[src/rtl/dma_write_engine.sv]
// Memory-write DMA engine: pops 32-bit result words, packs them into 64-bit
// beats (first popped word in the upper half) and writes them as AXI bursts.
module dma_write_engine #(
  parameter int MAX_BURST = 8,
  parameter int FIFO_LAT  = 1
) (
  input  logic        clk_i,
  input  logic        rstn_i,
  input  logic        dma_enable_i,
  input  logic [31:0] dma_base_addr_i,
  input  logic [31:0] dma_bit_len_i,
  input  logic        dma_start_i,
  output logic        fifo_rd_en_o,
  input  logic [31:0] fifo_rd_out_i,
  input  logic [8:0]  fifo_rd_count_i,
  output logic        axi_clk_o,
  output logic        axi_rstn_o,
  output logic [31:0] axi_waddr_o,
  output logic [63:0] axi_wdata_o,
  output logic [7:0]  axi_wsel_o,
  output logic        axi_wvalid_o,
  output logic [3:0]  axi_wlen_o,
  output logic        axi_wfixed_o,
  input  logic        axi_werr_i,
  input  logic        axi_wrdy_i,
  output logic        dma_busy_o,
  output logic        dma_done_o,
  output logic        dma_err_o,
  output logic [3:0]  dbg_state_o
);

  typedef enum logic [3:0] {
    S_IDLE   = 4'h0,
    S_ARM    = 4'h1,
    S_RD_HI  = 4'h2,
    S_LAT_HI = 4'h3,
    S_LAT_LO = 4'h4,
    S_BEAT   = 4'h5,
    S_DONE   = 4'h6,
    S_ERR    = 4'hF
  } state_e;

  localparam logic [5:0] BURST_CAP = 6'(2 * MAX_BURST);

  // The pop/latch state sequence assumes exactly one cycle of FIFO read latency.
  if (MAX_BURST < 1 || MAX_BURST > 16 || FIFO_LAT != 1) begin : g_param_check
    $error("dma_write_engine: MAX_BURST must be 1..16 and FIFO_LAT must be 1");
  end

  state_e      state;
  state_e      state_nxt;
  logic        start_q;
  logic [31:0] base_q;
  logic [31:0] ofs_addr;
  logic [27:0] rem_words;
  logic [4:0]  beats_left;

  logic [32:0] len_sum;
  logic [27:0] rem_init;
  logic [5:0]  burst_words;
  logic [4:0]  burst_beats;
  logic        fifo_ready;
  logic        start_evt;
  logic        more_words;

  assign len_sum     = {1'b0, dma_bit_len_i} + 33'd31;
  assign rem_init    = 28'(len_sum >> 5);
  assign burst_words = (rem_words < 28'(BURST_CAP)) ? rem_words[5:0] : BURST_CAP;
  assign burst_beats = 5'((7'(burst_words) + 7'd1) >> 1);
  assign fifo_ready  = fifo_rd_count_i >= 9'(burst_words);
  assign start_evt   = dma_start_i && !start_q && dma_enable_i && (|dma_bit_len_i);
  assign more_words  = rem_words > 28'd1;

  assign axi_clk_o    = clk_i;
  assign axi_rstn_o   = rstn_i;
  assign axi_wfixed_o = 1'b0;

  // NOTE: sequential state uses non-blocking assignments so every register
  // samples the pre-edge value of every other register.
  always_ff @(posedge clk_i) begin
    if (!rstn_i) begin
      state <= S_IDLE;
    end else begin
      state <= state_nxt;
    end
  end

  // NOTE: every signal written here gets a default first, so no path through
  // the case leaves it unassigned and no latch is inferred.
  always_comb begin
    state_nxt = state;
    if (state != S_IDLE && state != S_ERR && axi_werr_i) begin
      state_nxt = S_ERR;
    end else begin
      case (state)
        S_IDLE:   if (start_evt) state_nxt = S_ARM;
        S_ARM: begin
          if (!dma_enable_i)   state_nxt = S_IDLE;
          else if (fifo_ready) state_nxt = S_RD_HI;
        end
        S_RD_HI:  state_nxt = S_LAT_HI;
        S_LAT_HI: state_nxt = more_words ? S_LAT_LO : S_BEAT;
        S_LAT_LO: state_nxt = S_BEAT;
        S_BEAT: begin
          if (axi_wrdy_i) begin
            if (beats_left > 5'd1)       state_nxt = S_RD_HI;
            else if (rem_words != 28'd0) state_nxt = S_ARM;
            else                         state_nxt = S_DONE;
          end
        end
        S_DONE:   state_nxt = S_IDLE;
        S_ERR:    if (!dma_enable_i) state_nxt = S_IDLE;
        default:  state_nxt = S_IDLE;
      endcase
    end
  end

  always_comb begin
    fifo_rd_en_o = 1'b0;
    axi_wvalid_o = 1'b0;
    dma_busy_o   = 1'b0;
    dma_done_o   = 1'b0;
    dma_err_o    = 1'b0;
    dbg_state_o  = state;
    case (state)
      S_RD_HI:  fifo_rd_en_o = 1'b1;
      S_LAT_HI: fifo_rd_en_o = more_words;
      S_BEAT:   axi_wvalid_o = 1'b1;
      S_DONE:   dma_done_o   = 1'b1;
      S_ERR:    dma_err_o    = 1'b1;
      default:  ;
    endcase
    dma_busy_o = (state != S_IDLE) && (state != S_ERR);
  end

  // Datapath: job counters, burst header and beat assembly.
  always_ff @(posedge clk_i) begin
    if (!rstn_i) begin
      start_q     <= 1'b0;
      base_q      <= '0;
      ofs_addr    <= '0;
      rem_words   <= '0;
      beats_left  <= '0;
      axi_waddr_o <= '0;
      axi_wdata_o <= '0;
      axi_wsel_o  <= '0;
      axi_wlen_o  <= '0;
    end else begin
      start_q <= dma_start_i;
      case (state)
        S_IDLE: begin
          if (start_evt) begin
            base_q    <= dma_base_addr_i & ~32'h7;
            rem_words <= rem_init;
            ofs_addr  <= '0;
          end
        end
        S_ARM: begin
          axi_waddr_o <= base_q + ofs_addr;
          axi_wlen_o  <= 4'(burst_beats - 5'd1);
          beats_left  <= burst_beats;
        end
        S_LAT_HI: begin
          axi_wdata_o[63:32] <= fifo_rd_out_i;
          rem_words          <= rem_words - 28'd1;
          if (!more_words) begin
            axi_wdata_o[31:0] <= '0;
            axi_wsel_o        <= 8'hF0;
          end
        end
        S_LAT_LO: begin
          axi_wdata_o[31:0] <= fifo_rd_out_i;
          axi_wsel_o        <= 8'hFF;
          rem_words         <= rem_words - 28'd1;
        end
        S_BEAT: begin
          // A write error in the same cycle wins: the beat is not counted.
          if (axi_wrdy_i && !axi_werr_i) begin
            ofs_addr   <= ofs_addr + 32'd8;
            beats_left <= beats_left - 5'd1;
          end
        end
        default: ;
      endcase
    end
  end

endmodule
[config.mk]
export PLATFORM = sky130hd
export DESIGN_NAME = dma_write_engine
export DESIGN_NICKNAME = d
export VERILOG_FILES = /design/src/rtl/dma_write_engine.sv
export SDC_FILE = /design/constraint.sdc
export NUM_CORES = 1
export LEC_CHECK = 0
export CAP_MARGIN = 20
export CORE_MARGIN = 1.5
export CORE_UTILIZATION = 55
export CTS_CLUSTER_SIZE = 14
export DETAILED_ROUTE_END_ITERATION = 12
export PLACE_DENSITY_LB_ADDON = 0.1
export SKIP_CTS_REPAIR_TIMING = 1
export SYNTH_ARGS = -nofsm -noshare
export SYNTH_HDL_FRONTEND = slang
export SYNTH_SLANG_ARGS = --single-unit
[constraint.sdc]
create_clock -name clk_i -period 7.8 [get_ports clk_i]
set_input_delay 2.34 -clock clk_i [delete_from_list [all_inputs] [get_ports clk_i]]
set_output_delay 2.34 -clock clk_i [all_outputs]
set_load 0.05 [all_outputs]
## Word-level counts from Yosys, hierarchy flattened

Cells that the tools add are included.
Widths: inputs -> output; s select.

| storage, ports and cells | value |
|---|---|
| register bits | 207 |
| input bits | 111 |

| operators by class | value |
|---|---|
| reduce and logical (&&, ||, !) cells | 23 |
| equality and inequality tests | 15 |
| multiplexer cells | 26 |
| add/sub/neg operators | 7 |
| order comparisons | 4 |

Operator list:

| operator | count |
|---|---|
| $pmux 32 s2 | 2 |
| $mux 32 | 3 |
| $pmux 28 s2 | 1 |
| $add 32x5->33 const B | 1 |
| $add 32x32->32 | 1 |
| $add 32x4->32 const B | 1 |
| $reduce_or 32->1 | 1 |
| $gt 28x1->1 const B | 1 |
| $lt 28x5->1 const B | 1 |
| $mux 28 | 1 |
| $pmux 4 s7 | 1 |
| $reduce_bool 28->1 | 1 |
| $sub 28x1->28 const B | 1 |
| $mux 4 | 6 |
| $pmux 8 s2 | 1 |
| $eq 4x3->1 const B | 3 |
| $pmux 5 s2 | 1 |
| $ge 9x6->1 | 1 |
| $ne 3x3->1 const B | 3 |
| $eq 4x2->1 const B | 2 |
| $mux 8 | 1 |
| $ne 4x4->1 const B | 2 |
| $reduce_and 2->1 | 4 |
| $reduce_bool 2->1 | 4 |
| 19 further kinds | 31 |

## Depth between registers and ports, before layout

Gate-level depths: netlist of run 1.

| logic depth | value |
|---|---|
| word-level depth | 7 |
| mapped depth | 16 |
| mapped depth without buffers | 13 |

==> results of run 1 <==
-- kinds of logic after synthesis --
logic type / count (synthesis) / synth area share (%)
AO/OA/AOI/OAI: 347 / 18.7
XOR/XNOR: 65 / 5.41
adder cells (fa/ha/maj): 42 / 5.07
buffers and inverters: 127 / 5.14
flip-flops: 195 / 37.1
multiplexers: 33 / 3.14
other: 2 / 0.0714
AND/OR/NAND/NOR: 569 / 25.3
-- power by group --
| group | internal (mW) | switching, mW | leakage [nW] |
|---|---|---|---|
| Combinational | 0.505 | 0.977 | 2.90 |
| Clock | 0.579 | 0.440 | 0.341 |
| Sequential | 1.14 | 0.134 | 1.58 |
-- routing by layer --
layer,GRT usage [%],wire length [um],vias to the layer above
li1,-,-,5178
met1,35.2,12200,4743
met2,50.0,14100,360
met3,5.03,1600,74
met4,13.4,1150,0
met5,0,0,-
-- area by class of cell --
cell class,count,area share (%)
tap,234,2.17
clock inverter,12,1.05
timing repair buffer,238,17.4
clock buffer,24,4.09
antenna,1,0.0186
inverter,36,1.02
multi-input combinational,1061,45.3
sequential,195,29.0
-- state kept, by name, indices dropped and copies added (netlist names) --
name         count
axi_wdata_o     64
axi_waddr_o     29
base_q          29
ofs_addr        29
rem_words       28
beats_left       5
axi_wlen_o       4
dbg_state_o      4
axi_wsel_o       2
start_q          1
-- worst reg2reg max path, delay by kind of cell (launching register included) --
| family | cells | cell delay (ns) |
|---|---|---|
| flops | 1 | 0.36 |
| fa+ha+maj | 1 | 0.13 |
| simple gates | 6 | 2.12 |
| compound gates | 6 | 1.05 |
-- cells in the final DEF, fill, tap and decap left out, types with 33 or more instances in the layout --
master | synthesis | final
clkdlybuf4s50_1 | 0 | 223
a21oi_1 | 173 | 173
nand2_1 | 215 | 215
nor3_1 | 40 | 40
nor2_1 | 117 | 116
dfxtp_1 | 195 | 195
mux2i_1 | 33 | 33
xnor2_1 | 41 | 41
nand3_1 | 70 | 70
o21ai_0 | 80 | 79
ha_1 | 41 | 41
inv_1 | 34 | 34
-- through the flow --
step	hold slack (ns)	cell area, um2	util, %
5_1_grt	0.470	13500	72.1
3_5_place_dp	0.443	12800	68.3
6_report	0.452	13500	72.1
3_3_place_gp	0.441	12800	68.3
4_1_cts	0.454	13500	72.0
2_1_floorplan	0.435	10500	-
-- how the worst max path moves through the flow --
stage / end / cells past startpoint / from / slack [ns]
global placement: axi_clk_o / 1 / clk_i / 0.89
global route: axi_clk_o / 3 / clk_i / 0.62
CTS: axi_clk_o / 3 / clk_i / 0.62
finish: axi_clk_o / 3 / clk_i / 0.63
detailed placement: axi_clk_o / 1 / clk_i / 0.89
floorplan: axi_clk_o / 1 / clk_i / 1.39
==> impl_metrics.env, run 1 <==
export IMPL_grt_pass1_vias=9751
export IMPL_n_fill_cell=1539
export IMPL_relSlewSlack_pct=30.4
export IMPL_power_leakage_nw=4.82
export IMPL_io_pins=231
export IMPL_start_util_pct=56.2
export IMPL_synth_seq_area_share_pct=37.1
export IMPL_hp_start="axi_waddr_o[10]"
export IMPL_clkTransAtPathRegs_ns=0.07
export IMPL_setup_viol=0
export IMPL_tritoncts="yes"
export IMPL_rsz0062_at_grt="false"
export IMPL_first_pass_iters=5
export IMPL_design_power_total_mw=3.77
export IMPL_synth_top_area_share_pct=37.1
export IMPL_overflow=0
export IMPL_synthFlopType="dfxtp_1"
export IMPL_port_buffers=223
export IMPL_crit_required_ns=5.46
export IMPL_multi_input_area_mm2=0.00611
export IMPL_syn_instance_count=1380
export IMPL_status="finished, final reports clean"
export IMPL_synth_top_area_cell="dfxtp_1"
export IMPL_crit_path_top_delay_cell="clkdlybuf4s50_1"
export IMPL_critPathKind="clk2out"
export IMPL_synth_seq_cells=195
export IMPL_ys_top_cells_by_count="215 x nand2_1, 195 x dfxtp_1, 173 x a21oi_1"
export IMPL_ys_top_cells_by_area="dfxtp_1 37%, a21oi_1 8.2%, nand2_1 7.7%"
export IMPL_via_count=10400
export IMPL_wl_per_cell_um=16.1
export IMPL_whs_path_depth=2
export IMPL_ys_types=66
export IMPL_dpl_hpwl_um=19800
export IMPL_crit_buf_inv=3
export IMPL_p_per_area_mw_per_mm2=280
export IMPL_synth_area_mm2=0.0105
export IMPL_vdd_drop_max_v=0.000240
export IMPL_clkLatencyLatePin_ns=0.56
export IMPL_cpPeakStageDelay_ns=0.69
export IMPL_cp_end_kind="output pin"
export IMPL_placed_cells=1763
export IMPL_drv_cap=0
export IMPL_finalHoldViolCount=0
export IMPL_path_max_fanout=2
export IMPL_tightestPinTransition_ns=1.04
export IMPL_ff2ff_path_depth=13
export IMPL_path_delay_family="buffers and inverters"
export IMPL_worstSetupStartpointType="clock port"
export IMPL_hold_end="axi_waddr_o[10]"
export IMPL_initialDrtViolationCount=640
export IMPL_nets=1706
export IMPL_core_area_mm2=0.0187
export IMPL_r2r_end="dbg_state_o[2]"
export IMPL_synth_most_common_cell="nand2_1"
export IMPL_drive_gt1_share_pct=4.21
export IMPL_ys_warn_count=0
export IMPL_routed_via_density=5.75
export IMPL_regArea_mm2=0.00390
export IMPL_drtAntennaViolNets=0
export IMPL_crit_arrival_ns=4.83
export IMPL_timing_final_ws_setup_ns=0.628
export IMPL_async_flop_share_pct=0
export IMPL_fp_row_count=50
export IMPL_dp_slack_ns=0.888
export IMPL_die_h_um=141
export IMPL_grt_max_degree=88
export IMPL_grt_pass1_wl_um=47100
export IMPL_avgSynthCellArea_um2=7.62
export IMPL_synth_edf_count=0
export IMPL_drc=0
export IMPL_syn2layout_area_growth_pct=28.2
export IMPL_crit_chain="clkbuf_16 > clkbuf_16 > clkdlybuf4s50_1"
export IMPL_die_area_mm2=0.0200
export IMPL_place_congestion=0.900
export IMPL_fin_setup_tns_ns=0
export IMPL_r2r_start="rem_words[4]"
export IMPL_hold_path_class="reg2reg"
export IMPL_layoutNonFillerInstCount=1801
export IMPL_wirelength_um=29000
export IMPL_fin_skew_ns=0.0139
export IMPL_r2r_slack_ns=4.06
export IMPL_drv_slew=0
export IMPL_cp_common_cell="clkbuf_16"
export IMPL_fp_dieW_um=141
export IMPL_antenna_found_initial=1
export IMPL_grt_use_total_pct=29.0
(Power assumes the default switching activity.)
==> inputs of run 2 (changes only) <==
- GPL_ROUTABILITY_DRIVEN: unset -> 0
==> results of run 2 <==
The final DEF is identical to that of run 1; final timing and power are the same.
